===== config.mk =====
export PLATFORM = sky130hd
export DESIGN_NAME = johnson_sequencer_flat
export DESIGN_NICKNAME = d
export VERILOG_FILES = /design/src/rtl/johnson_sequencer_if.sv /design/src/rtl/johnson_sequencer.sv /design/src/flat_wrapper.sv
export SDC_FILE = /design/constraint.sdc
export NUM_CORES = 1
export LEC_CHECK = 0
export BUFFER_PORTS_ARGS = -buffer_cell sky130_fd_sc_hd__buf_4
export CAP_MARGIN = 25
export CORE_MARGIN = 3
export CORE_UTILIZATION = 30
export CTS_BUF_LIST = sky130_fd_sc_hd__clkbuf_2 sky130_fd_sc_hd__clkbuf_4 sky130_fd_sc_hd__clkbuf_8
export CTS_CLUSTER_SIZE = 28
export DETAILED_ROUTE_END_ITERATION = 8
export MAX_ROUTING_LAYER = met4
export SLEW_MARGIN = 20
export SYNTH_ARGS = -nofsm -noshare
export SYNTH_HDL_FRONTEND = slang
export SYNTH_SLANG_ARGS = --single-unit
export TNS_END_PERCENT = 1

===== constraint.sdc =====
create_clock -name clk -period 4.9 [get_ports clk]
set_input_delay 0.245 -clock clk [delete_from_list [all_inputs] [get_ports clk]]
set_output_delay 0.245 -clock clk [all_outputs]
set_load 0.02 [all_outputs]

===== src/rtl/johnson_sequencer_if.sv =====
// Command/status bundle between a controlling FSM and johnson_sequencer.
// With JSEQ_LOAD_EN defined the bundle also carries load / load_val.
interface johnson_sequencer_if #(
    parameter int WIDTH = 4,
    parameter int CNT_W = 8
);
    logic             start;
    logic [CNT_W-1:0] steps;
    logic             dir;
    logic             hold;
    logic             stop;
    logic [WIDTH-1:0] out;
    logic             busy;
    logic             done;
    logic             aborted;
    logic             wrap;
    logic             err;
`ifdef JSEQ_LOAD_EN
    logic             load;
    logic [WIDTH-1:0] load_val;
`endif

    modport master (
        output start, steps, dir, hold, stop,
`ifdef JSEQ_LOAD_EN
        output load, load_val,
`endif
        input  out, busy, done, aborted, wrap, err
    );

    modport slave (
        input  start, steps, dir, hold, stop,
`ifdef JSEQ_LOAD_EN
        input  load, load_val,
`endif
        output out, busy, done, aborted, wrap, err
    );
endinterface


===== src/rtl/johnson_sequencer.sv =====
// Run-controlled Johnson counter: steps a WIDTH-stage register a programmed
// count in either direction. Define JSEQ_LOAD_EN to add the IDLE-time preload.
module johnson_sequencer #(
    parameter int WIDTH = 4,
    parameter int CNT_W = 8
) (
    input  logic               clk,
    input  logic               rst,
    johnson_sequencer_if.slave bus
);
    typedef enum logic [1:0] {IDLE, RUN, FINISH} state_t;

    localparam logic [CNT_W-1:0] CNT_ONE = {{(CNT_W-1){1'b0}}, 1'b1};

    state_t           state_q;
    logic [WIDTH-1:0] out_q;
    logic [CNT_W-1:0] remaining_q;
    logic             dir_q;
    logic             busy_q;
    logic             done_q;
    logic             aborted_q;
    logic             wrap_q;
    logic             err_q;

    logic [WIDTH-1:0] fwd_d;
    logic [WIDTH-1:0] rev_d;
    logic [WIDTH-1:0] out_d;

    // Forward shifts toward the MSB feeding ~MSB in; reverse is its exact inverse.
    assign fwd_d[0]       = ~out_q[WIDTH-1];
    assign rev_d[WIDTH-1] = ~out_q[0];
    generate
        for (genvar gi = 1; gi < WIDTH; gi++) begin : g_shift
            assign fwd_d[gi]   = out_q[gi-1];
            assign rev_d[gi-1] = out_q[gi];
        end
    endgenerate

    assign out_d = dir_q ? rev_d : fwd_d;

`ifdef JSEQ_LOAD_EN
    // Legal codes: zero, a run of 1s from the LSB, or a run of 1s from the MSB.
    function automatic logic is_legal(input logic [WIDTH-1:0] v);
        logic [WIDTH-1:0] one;
        logic [WIDTH-1:0] inv;
        one = {{(WIDTH-1){1'b0}}, 1'b1};
        inv = ~v;
        return ((v & (v + one)) == '0) || ((inv & (inv + one)) == '0);
    endfunction
`endif

    always_ff @(posedge clk) begin
        if (rst) begin
            state_q     <= IDLE;
            out_q       <= '0;
            remaining_q <= '0;
            dir_q       <= 1'b0;
            busy_q      <= 1'b0;
            done_q      <= 1'b0;
            aborted_q   <= 1'b0;
            wrap_q      <= 1'b0;
            err_q       <= 1'b0;
        end else begin
            done_q    <= 1'b0;
            aborted_q <= 1'b0;
            wrap_q    <= 1'b0;
            case (state_q)
                IDLE: begin
`ifdef JSEQ_LOAD_EN
                    if (bus.load) begin
                        if (is_legal(bus.load_val)) begin
                            out_q <= bus.load_val;
                        end else begin
                            out_q <= '0;
                            err_q <= 1'b1;
                        end
                    end else
`endif
                    if (bus.start) begin
                        if (bus.steps != '0) begin
                            state_q     <= RUN;
                            busy_q      <= 1'b1;
                            remaining_q <= bus.steps;
                            dir_q       <= bus.dir;
                        end else begin
                            state_q <= FINISH;
                            done_q  <= 1'b1;
                        end
                    end
                end
                RUN: begin
                    if (bus.stop) begin
                        state_q   <= IDLE;
                        busy_q    <= 1'b0;
                        aborted_q <= 1'b1;
                    end else if (!bus.hold) begin
                        out_q       <= out_d;
                        wrap_q      <= (out_d == '0);
                        remaining_q <= remaining_q - CNT_ONE;
                        if (remaining_q == CNT_ONE) begin
                            state_q <= FINISH;
                            busy_q  <= 1'b0;
                            done_q  <= 1'b1;
                        end
                    end
                end
                FINISH: begin
                    state_q <= IDLE;
                end
                default: begin
                    state_q <= IDLE;
                    busy_q  <= 1'b0;
                end
            endcase
        end
    end

    assign bus.out     = out_q;
    assign bus.busy    = busy_q;
    assign bus.done    = done_q;
    assign bus.aborted = aborted_q;
    assign bus.wrap    = wrap_q;
`ifdef JSEQ_LOAD_EN
    assign bus.err     = err_q;
`else
    assign bus.err     = 1'b0;
`endif
endmodule


===== src/flat_wrapper.sv =====
// flat-port wrapper written by rule: the top's interface ports become plain ports
module johnson_sequencer_flat 
#(
    parameter int WIDTH = 4,
    parameter int CNT_W = 8
)
  (clk, rst, bus_start, bus_steps, bus_dir, bus_hold, bus_stop, bus_out, bus_busy, bus_done, bus_aborted, bus_wrap, bus_err);
  johnson_sequencer_if #(.WIDTH(WIDTH), .CNT_W(CNT_W)) bus_i ();
  input  logic clk;
  input  logic rst;
  input wire logic [$bits(bus_i.start)-1:0] bus_start;
  input wire logic [$bits(bus_i.steps)-1:0] bus_steps;
  input wire logic [$bits(bus_i.dir)-1:0] bus_dir;
  input wire logic [$bits(bus_i.hold)-1:0] bus_hold;
  input wire logic [$bits(bus_i.stop)-1:0] bus_stop;
  output wire logic [$bits(bus_i.out)-1:0] bus_out;
  output wire logic [$bits(bus_i.busy)-1:0] bus_busy;
  output wire logic [$bits(bus_i.done)-1:0] bus_done;
  output wire logic [$bits(bus_i.aborted)-1:0] bus_aborted;
  output wire logic [$bits(bus_i.wrap)-1:0] bus_wrap;
  output wire logic [$bits(bus_i.err)-1:0] bus_err;
  assign bus_i.start = bus_start;
  assign bus_i.steps = bus_steps;
  assign bus_i.dir = bus_dir;
  assign bus_i.hold = bus_hold;
  assign bus_i.stop = bus_stop;
  assign bus_out = bus_i.out;
  assign bus_busy = bus_i.busy;
  assign bus_done = bus_i.done;
  assign bus_aborted = bus_i.aborted;
  assign bus_wrap = bus_i.wrap;
  assign bus_err = bus_i.err;
  johnson_sequencer #(.WIDTH(WIDTH), .CNT_W(CNT_W)) u_core (.clk(clk), .rst(rst), .bus(bus_i));
endmodule

# Word level (Yosys, flattened, before mapping)
# Cells that the tools add are included.
# op_classes
n_mux	25
n_bitwise	6
div_mod_pow	0
mul	0
order_cmp	0
add_sub_neg	1
reduce_logical	11
n_eq_ne	9
n_shift	0
# ops
operator	count
$mux W8	4
$pmux W8 S2	1
$mux W1	11
$mux W2	5
$reduce_and A5 Y1	2
$reduce_and A3 Y1	3
$eq A8 B1 Y1 const B	1
$reduce_bool A8 Y1	1
$sub A8 B1 Y8 const B	1
$ne A2 B2 Y1 const B	3
$not A1 Y1	6
$logic_not A4 Y1	1
$mux W4	1
$pmux W2 S2	1
$reduce_or A4 Y1	1
$ne A3 B2 Y1 const B	1
$ne A3 B3 Y1 const B	1
$pmux W1 S3	1
$eq A2 B1 Y1 const B	1
$eq A2 B2 Y1 const B	1
$logic_not A2 Y1	1
$ne A2 B1 Y1 const B	1
$pmux W1 S2	1
$reduce_bool A2 Y1	1
$reduce_or A2 Y1	1
# totals
rom_bits	0
memories	0
word_cells	60
register_bits	19
latchBits	0
input_bits	14
ram_bits	0

# Depth between registers and ports, before layout
# Gate-level depths: netlist of run 1.
# depth
ltp_word	5
depth_mapped	7

# Worst setup path after synthesis of run 1
# Ideal clock, no wire load.
# synth_timing
path_type	reg-to-reg
from	reg u_core.state_q[1]
to	reg u_core.remaining_q[0]
setup_time_ps	74
t_arrival_ps	1591
slack_ps	3234
synth_period_minus_slack_ps	1666
path_stages_with_launch	7
cell_sequence	dfxtp_1 nand2b_1 buf_6 or3_1 buf_2 or4_1 a31oi_1
# synth_between
elab_chain_len	3
word_cells_on_any_way	9
# synth_rtl
element	line	source
start, declared	johnson_sequencer.sv:15	state_t state_q;
start signal, assigned	johnson_sequencer.sv:54	state_q <= IDLE;
start signal, assigned	johnson_sequencer.sv:81	state_q <= RUN;
start signal, assigned	johnson_sequencer.sv:86	state_q <= FINISH;
$eq A2 B1 Y1 / $logic_not A2 Y1 (equally long branches)	johnson_sequencer.sv:67	case (state_q)
$ne A2 B2 Y1 (no source line), or another cell as far along	n/a	
$reduce_and A5 Y1 (no source line)	n/a	
end signal, assigned	johnson_sequencer.sv:83	remaining_q <= bus.steps;
end signal, assigned	johnson_sequencer.sv:99	remaining_q <= remaining_q - CNT_ONE;
end, declared	johnson_sequencer.sv:17	logic [CNT_W-1:0] remaining_q;
# Parallel ways exist; a longest one is shown, timed or not.
# A chain may end at the register's enable or synchronous reset.

# Final worst setup path of run 1
# Ends and elaborated chain as after synthesis.

==> results of run 1 <==
stage by stage:
| stage | worst slack [ns] | instance area [um2] | hold slack, ns | std cells |
|---|---|---|---|---|
| final | 2.67 | 1250 | 0.178 | 192 |
| after global routing | 2.48 | 1250 | 0.190 | 192 |
| after CTS | 2.67 | 1250 | 0.179 | 192 |
| after detailed placement | 2.69 | 1220 | 0.462 | 188 |
| after global placement | 2.75 | 1220 | 0.457 | 188 |
| after floorplan | 3.23 | 1060 | 0.389 | 132 |
placed cells by master, fill, tap and decap left out, drive strengths merged, types with 2 or more instances in the layout:
master and instances:
buf 21, dfxtp 19, nor2 15, a21oi 11, nand2 8, o21ai 7, inv 6, nor3b 6
nand2b 6, a211oi 6, nand3 5, a221o 5, nor3 4, mux2i 4, or4 3, clkbuf 3
or3 2, a221oi 2, a31oi 2, ha 2
cells by family (layout without fill, tap and decap cells):
group | Yosys count | count (layout) | synth area share, %
compound gates | 37 | 37 | 23.8
fa+ha+maj | 2 | 2 | 2.36
buf+inv | 15 | 31 | 6.84
flops | 19 | 19 | 35.8
mux | 4 | 4 | 3.77
other cells | 1 | 1 | 0.353
simple gates | 54 | 54 | 27.0
state kept, by name (all words and copies together) (netlist names):
register            cells
u_core.bus.wrap         1
u_core.dir_q            1
u_core.remaining_q      8
u_core.bus.out          4
u_core.state_q          2
u_core.bus.aborted      1
u_core.bus.busy         1
u_core.bus.done         1
cells in the mapped netlist, types with 3 or more instances:
cell type,n,share of area (%)
clkbuf_1,5,1.8
mux2i_1,4,3.8
a221o_1,5,4.7
nand2b_1,6,3.5
inv_1,6,2.1
nand2_1,8,2.8
a211oi_1,6,4.2
or4_1,3,2.1
dfxtp_1,19,36
o21ai_1,5,2.4
nor3_1,4,1.9
nor3b_1,6,4.2
nand3_1,5,2.4
a21oi_1,11,5.2
nor2_1,15,5.3
worst paths after layout:
path                          start                     to  slack [ns]  depth (start not counted)
setup reg to reg  u_core.state_q[1]  u_core.remaining_q[0]        2.67                          4
hold / removal              bus_dir           u_core.dir_q        0.18                          3
setup / recovery  u_core.state_q[1]  u_core.remaining_q[0]        2.67                          4
hold reg to reg     u_core.bus.busy        u_core.bus.busy        0.47                          2
metal layers:
layer  up-vias  GRT usage [%]  wire (um)
li1        516              -          -
met1       446           15.7       1190
met2        15           21.1       1210
met3         2           2.05         54
met4         0           6.22         36
met5         -              -          0
worst register-to-register path, stage by stage, from the launching register on:
cell and delay, ns:
dfxtp_1 0.37, nand2b_1 0.44, or3_1 0.71, or4_1 0.49
a31oi_1 0.16
power groups by stage:
| stage | clock network [mW] | logic [mW] | registers, mW |
|---|---|---|---|
| 3_5_place_dp | 0 | 0.0781 | 0.179 |
| 2_1_floorplan | 0 | 0.0556 | 0.178 |
| 3_3_place_gp | 0 | 0.0774 | 0.178 |
| 6_report | 0.0806 | 0.0784 | 0.175 |
| 4_1_cts | 0.0842 | 0.0784 | 0.175 |
| 5_1_grt | 0.0926 | 0.0885 | 0.177 |
layout make-up:
type / instances / area [um2]
Timing Repair Buffer: 21 / 158
Clock inverter: 1 / 5.00
Clock buffer: 3 / 22.5
Inverter: 6 / 22.5
Multi-Input combinational cell: 98 / 608
Sequential cell: 19 / 380
Fill cell: 352 / 1950
Tap cell: 44 / 55.1
==> metrics.cfg, run 1 <==
[final_layout]
n_antenna_cell = 0
utilization_pct = 39.1
area_growth_pct = 17.9
layout-drive-gt1-share_pct = 18.2
final_nets = 165

[route]
drt_iter0_drc = 63
viasPerCell = 5.10
wl_per_cell_um = 13.0
antenna_left = 0
drt_first_pass_iters = 4
vias = 979
drc = 0
routed_wl_um = 2490

[die]
core_mm2 = 0.00320
fp-row-count = 20
die_h_um = 65.5
die-width_um = 65.5
start_util_pct = 33.1
io_pins = 23
dieArea_mm2 = 0.00429

[clocking]
htree_levels = 1
cts.path.max_buffers = 2
clk_latency_ns = 0.30
clock_sinks = 19
cts_inserted_buffers = 3
clockRootBuffer = clkbuf_4
cts_setup_buffers = 0
cts_hold_buf = 0
path_clk_slew_ns = 0.11
cts_tree = done
cts.repair.resized = 0

[pwr]
netSwitchingFraction_pct = 31.6
p_int_uw = 228
comb_power_share_pct = 23.5
p_seq_share_pct = 52.4
leakagePower_nw = 0.455
pwr-share-clk_pct = 24.1
power_switching_uw = 106
power_per_cell_area_mw_per_mm2 = 267
irDropWorstVdd_mv = 0.0684
power.total_uw = 334

[setup_path]
required_ns = 5.14
crit_chain = nand2b_1 -> or3_1 -> or4_1 -> a31oi_1
critical_path_arrival_ns = 2.47
criticalPathCategory = flip-flop to flip-flop
path_max_fanout = 19
endpoint_kind = flip-flop
critPathSlowestCell = or3_1
slowest_delay_ns = 0.71
critical-path-top-delay-family = simple AND/OR/NAND/NOR gates
start_kind = flip-flop
crit_buf_inv = 0

[global_route]
grtUsageTotal_pct = 13.0
grt_start_max_net_pins = 26
gr-total-overflow = 0
grt_first_pass_wirelength_um = 4230
grt_pass1_vias = 938
antenna_found_initial = 0

[timing]
fin_crit_ns = 2.23
tightestPinTransition_ns = 0.749
slew_headroom_pct = 50.0
fin_skew_ns = 0.00341
period_share_pct = 45.5
hold_viol = 0
setup_tns_ns = 0
rsz0062_at_grt = false
drv_slew = 0
fmaxAchievable_mhz = 449
setup_violations = 0

[synthesis]
synthArstFlopShare_pct = 0
synthCells = 132
synth-seq-cells = 19
ys_types = 34
syn_avg_cell_area_um2 = 8.04
syn_nets = 148
seq_area_frac_synth_pct = 35.8
syn-cell-area_mm2 = 0.00106
yosys_most_used_dff = dfxtp_1
synth-edff-count = 0
ys_warn_count = 0

[run_status]
outcome = finished clean

[hold_path]
hold_class = input port to flip-flop

[flow_run]
drv_cap = 0

[place]
hpwlAfterDp_um = 1840
portBuffers = 21
gp_congestion = 0.831

Note: power is estimated with default switching activity, not from simulation.
==> inputs of run 2 (changes only) <==
==> constraint.sdc (replaced) <==
create_clock -name clk -period 1.92 [get_ports clk]
set_input_delay 0.096 -clock clk [delete_from_list [all_inputs] [get_ports clk]]
set_output_delay 0.096 -clock clk [all_outputs]
set_load 0.02 [all_outputs]
==> run 2 against run 1 <==
Effect of this change: critical path type unchanged; clock power increased to 2.5 times the previous value; power increased to 2.6 times the previous value; flip-flop and latch count unchanged.
==> metrics.cfg, run 2 (synthesis gave the netlist of run 1 again) <==
[run_status]
outcome = finished clean

[final_layout]
area_growth_pct = 23.3
final_common_cell = buf_4
largest_reg_flops = 8  ; unchanged
n_antenna_cell = 0  ; unchanged
final_nets = 171  ; +3.6%
top_register = u_core.remaining_q
layout-drive-gt1-share_pct = 21.4  ; +3.2 points
fin_cells = 198  ; +3.1%
final_cell_mix = buf_4, dfxtp_1, nor2_1, a21oi_1, nand2_1

[clocking]
cts.path.max_buffers = 2  ; unchanged
path_clk_slew_ns = 0.12  ; about the same
cts_tree = done
clk_latency_ns = 0.31  ; about the same
clock_sinks = 19  ; unchanged
cts_hold_buf = 0  ; unchanged
htree_levels = 1  ; unchanged
cts_inserted_buffers = 3  ; unchanged
cts_setup_buffers = 0  ; unchanged
clockRootBuffer = clkbuf_4
cts.repair.resized = 0  ; unchanged

[timing]
rsz0062_at_grt = false
hold_viol = 0  ; unchanged
drv_slew = 0  ; unchanged
fin_skew_ns = 0.0123  ; +0.00885 ns
setup_tns_ns = 0  ; unchanged
period_share_pct = 89.9  ; +44 points
fmaxAchievable_mhz = 580  ; +29%
fin_crit_ns = 1.73  ; -0.504 ns
setup_slack_ns = 0.195  ; -2.48 ns
fin_hold_ws_ns = 0.0230  ; -0.155 ns
setup_violations = 0  ; unchanged

[setup_path]
start_kind = flip-flop
endpoint_kind = flip-flop
crit_chain = nand2b_1 -> or3_1 -> buf_4 -> a221o_1 -> o21ai_1
critical_path_arrival_ns = 1.96  ; -0.51 ns
critPathSlowestCell = or3_1
required_ns = 2.15  ; -2.99 ns
crit_buf_inv = 1  ; +1
criticalPathCategory = flip-flop to flip-flop
path_max_fanout = 12  ; -7
slowest_delay_ns = 0.44  ; -0.27 ns
critical-path-top-delay-family = simple AND/OR/NAND/NOR gates

[route]
viasPerCell = 5.15  ; +1.0%
routed_wl_um = 2550  ; +2.3%
antenna_left = 0  ; unchanged
vias = 1020  ; +4.2%
wl_per_cell_um = 12.9  ; -0.81%
drc = 0  ; unchanged
drt_iter0_drc = 56  ; -11%
drt_first_pass_iters = 4  ; unchanged

[die]
fp-row-count = 20  ; unchanged
die-width_um = 65.5  ; unchanged
core_mm2 = 0.00320  ; unchanged
io_pins = 23  ; unchanged
dieArea_mm2 = 0.00429  ; unchanged
die_h_um = 65.5  ; unchanged
start_util_pct = 33.1  ; unchanged

[global_route]
antenna_found_initial = 0  ; unchanged
grt_first_pass_wirelength_um = 4300  ; +1.6%
grt_start_max_net_pins = 26  ; unchanged
gr-total-overflow = 0  ; unchanged
grtUsageTotal_pct = 13.2  ; +0.21 points
grt_pass1_vias = 919  ; -2.0%

[hold_path]
hold_class = input port to flip-flop

[place]
place_inst = 194  ; +3.2%
dp_slack_ns = 0.234  ; -2.45 ns
portBuffers = 21  ; unchanged
gp_congestion = 0.803  ; -3.3%
hpwlAfterDp_um = 1910  ; +3.5%

[pwr]
irDropWorstVdd_mv = 0.317  ; +360%
leakagePower_nw = 0.488  ; +7.3%
power_per_cell_area_mw_per_mm2 = 672  ; +150%

[flow_run]
drv_cap = 0  ; unchanged

-- run 2: metal layers --
layer / vias up / global-route usage [%] / wire length [um]
li1: 526 / - / -
met1: 466 / 17.4 / 1200
met2: 24 / 19.0 / 1170
met3: 4 / 3.42 / 134
met4: 0 / 5.70 / 44
met5: - / - / 0
-- run 2: where the power goes --
group	switching [mW]	internal, mW
logic	0.120	0.106
registers	0.0277	0.420
clock network	0.127	0.0777
-- run 2: worst reg2reg max path: cells and delay by family, from the launching register on --
| kind | cells | cell delay [ns] |
|---|---|---|
| AOI/OAI and AO/OA | 2 | 0.43 |
| buffers and inverters | 1 | 0.23 |
| DFF | 1 | 0.38 |
| and+or+nand+nor | 2 | 0.61 |
-- run 2: path summary, 6_finish.rpt --
check | startpoint | endpoint | slack, ns | cells after the start
hold reg to reg | u_core.remaining_q[6] | u_core.remaining_q[6] | 0.47 | 2
hold / removal | bus_dir | u_core.dir_q | 0.02 | 3
setup reg to reg | u_core.state_q[1] | u_core.remaining_q[3] | 0.19 | 5
setup / recovery | u_core.state_q[1] | u_core.remaining_q[3] | 0.19 | 5
-- run 2: layout make-up --
cell class / count / area, um2
sequential: 19 / 380
inverter: 6 / 22.5
fill: 356 / 1890
multi-input combinational: 98 / 608
clock buffer: 3 / 22.5
clock inverter: 1 / 5.00
timing repair buffer: 27 / 215
tap: 44 / 55.1
-- run 2: per-stage QoR --
stage | cell area [um2] | utilization, % | total power [mW]
after floorplan | 1060 | - | 0.596
after CTS | 1310 | 40.9 | 0.890
after detailed placement | 1280 | 40.0 | 0.681
final | 1310 | 40.9 | 0.879
after global placement | 1280 | 40.0 | 0.681
after global routing | 1310 | 40.9 | 0.935
==> inputs of run 3 (changes only) <==
--- a/config.mk
+++ b/config.mk
@@ -12,6 +12,7 @@
 export CTS_BUF_LIST = sky130_fd_sc_hd__clkbuf_2 sky130_fd_sc_hd__clkbuf_4 sky130_fd_sc_hd__clkbuf_8
 export CTS_CLUSTER_SIZE = 28
 export DETAILED_ROUTE_END_ITERATION = 8
+export GPL_TIMING_DRIVEN = 0
 export MAX_ROUTING_LAYER = met4
 export SLEW_MARGIN = 20
 export SYNTH_ARGS = -nofsm -noshare
==> run 3 against run 2 <==
Effect of this change: clock skew decreased by 0.0044 ns; final cell count increased by 1.5%; critical path depth increased by 1; routed wire length increased by 5.9%; global-route usage increased by 0.91 points; largest power group unchanged.
==> metrics.cfg, run 3 (synthesis gave the netlist of run 1 again) <==
[final_layout]
final_nets = 174  ; +1.8%
n_antenna_cell = 0  ; unchanged
fillers = 350  ; -1.7%
final_common_cell = buf_4
area_growth_pct = 23.0
layout-drive-gt1-share_pct = 21.7  ; +0.23 points
final_cell_mix = buf_4, dfxtp_1, nor2_1, a21oi_1, nand2_1
largest_reg_flops = 8  ; unchanged
top_register = u_core.remaining_q
utilization_pct = 40.7  ; -0.12 points

[clocking]
cts_inserted_buffers = 3  ; unchanged
clockRootBuffer = clkbuf_4
cts.path.max_buffers = 2  ; unchanged
clk_latency_ns = 0.31  ; about the same
path_clk_slew_ns = 0.12  ; about the same
cts_hold_buf = 0  ; unchanged
cts_tree = done
htree_levels = 1  ; unchanged
clock_sinks = 19  ; unchanged

[timing]
slew_headroom_pct = 57.1
fmaxAchievable_mhz = 563  ; -2.9%
period_share_pct = 92.5  ; +2.7 points
setup_violations = 0  ; unchanged
hold_viol = 0  ; unchanged
rsz0062_at_grt = false
drv_slew = 0  ; unchanged
fin_skew_ns = 0.00783  ; -0.00443 ns
setup_tns_ns = 0  ; unchanged
fin_crit_ns = 1.78  ; +0.0513 ns
tightestPinTransition_ns = 0.638

[global_route]
antenna_found_initial = 0  ; unchanged
grtUsageTotal_pct = 14.1  ; +0.91 points
top_usage_layer = met2
gr-total-overflow = 0  ; unchanged
grtUsageMet2_pct = 21.9  ; +2.9 points
grt_pass1_vias = 971  ; +5.7%
grt_first_pass_wirelength_um = 4570  ; +6.4%
grt_start_max_net_pins = 12  ; -54%
grt.met3_usage_pct = 1.54  ; -1.9 points
grtUsageMet1_pct = 18.5  ; +1.1 points

[setup_path]
endpoint_kind = flip-flop
criticalPathCategory = flip-flop to flip-flop
slowest_delay_ns = 0.41  ; -0.03 ns
required_ns = 2.17  ; +0.02 ns
crit_chain = nand2b_1 -> buf_6 -> or3_1 -> buf_2 -> or4_1 -> a31oi_1
start_kind = flip-flop
crit_buf_inv = 2  ; +1
critical-path-top-delay-family = simple AND/OR/NAND/NOR gates
path_max_fanout = 10  ; -2
critical_path_arrival_ns = 2.03  ; +0.07 ns
critPathSlowestCell = or4_1
cp.depth = 6  ; +1
reg2reg_depth = 6  ; +1

[hold_path]
hold_class = input port to flip-flop
worstHoldPathCells = 3  ; unchanged

[die]
io_pins = 23  ; unchanged
fp-row-count = 20  ; unchanged
start_util_pct = 33.1  ; unchanged
dieArea_mm2 = 0.00429  ; unchanged
die-width_um = 65.5  ; unchanged
core_mm2 = 0.00320  ; unchanged
die_h_um = 65.5  ; unchanged

[pwr]
irDropWorstVdd_mv = 0.216  ; -32%
power_per_cell_area_mw_per_mm2 = 674  ; +0.30%
leakagePower_nw = 0.483  ; -1.1%

[place]
portBuffers = 21  ; unchanged
gp_congestion = 0.819  ; +1.9%
hpwlAfterDp_um = 2060  ; +8.1%

[route]
viasPerCell = 5.26  ; +2.1%
drc = 0  ; unchanged
wl_per_cell_um = 13.4  ; +4.3%
drt_iter0_drc = 73  ; +30%
routed_wl_um = 2700  ; +5.9%
vias = 1057  ; +3.6%
antenna_left = 0  ; unchanged
drt_first_pass_iters = 4  ; unchanged

[flow_run]
drv_cap = 0  ; unchanged

[run_status]
outcome = finished clean

run 3: changes by cell type in the layout (fill, tap and decap cells not counted):
cell      delta
dfxtp_2      +2
clkbuf_1     +4
buf_12       -1
dfxtp_1      -2
clkbuf_2     +1
buf_6        +1
buf_4        -3
buf_2        +1
run 3: final timing paths:
path / startpoint / end / slack [ns]
max: u_core.state_q[1] / u_core.remaining_q[0] / 0.14
min: bus_dir / u_core.dir_q / 0.02
max reg2reg: u_core.state_q[1] / u_core.remaining_q[0] / 0.14
min reg2reg: u_core.remaining_q[7] / u_core.remaining_q[7] / 0.48
run 3: area by class of cell:
type / count / area, um2 / share of cell area [%]
clock buffer: 3 / 22.5 / 1.73
clock inverter: 1 / 5.00 / 0.384
buffer: 9 / 51.3 / 3.93
sequential: 19 / 383 / 29.3
timing repair buffer: 21 / 158 / 12.1
multi-input combinational: 98 / 608 / 46.6
inverter: 6 / 22.5 / 1.73
tap: 44 / 55.1 / 4.22
run 3: what timing repair did:
action                                  4_1_cts  5_1_grt
resized for setup                             0        4
setup buffers                                 0        0
endpoints found under the setup margin        0        7
run 3: metal layers:
layer / vias up / wire length (um)
met5: - / 0
met4: 0 / 48
met3: 5 / 121
met2: 27 / 1340
met1: 492 / 1190
li1: 533 / -
run 3: worst register-to-register path, delay by kind of cell (launching register included):
family,cells,cell delay [ns]
and+or+nand+nor,3,0.86
DFF,1,0.37
buffers and inverters,2,0.32
AOI/OAI and AO/OA,1,0.16
run 3: where the power goes:
part           switching (mW)  internal [mW]
registers              0.0241          0.421
clock network           0.137         0.0779
logic                   0.124         0.0948
total                   0.286          0.593
run 3: stage by stage:
stage	total power [mW]	instance area (um2)	hold slack, ns	worst slack, ns	cells
after global placement	0.667	1270	0.328	0.108	197
final	0.879	1310	0.0215	0.144	201
after global routing	0.934	1310	0.0579	0.0219	201
after CTS	0.887	1300	0.0199	0.0514	201
after floorplan	0.596	1060	0.240	0.254	132
after detailed placement	0.671	1270	0.340	0.0990	197
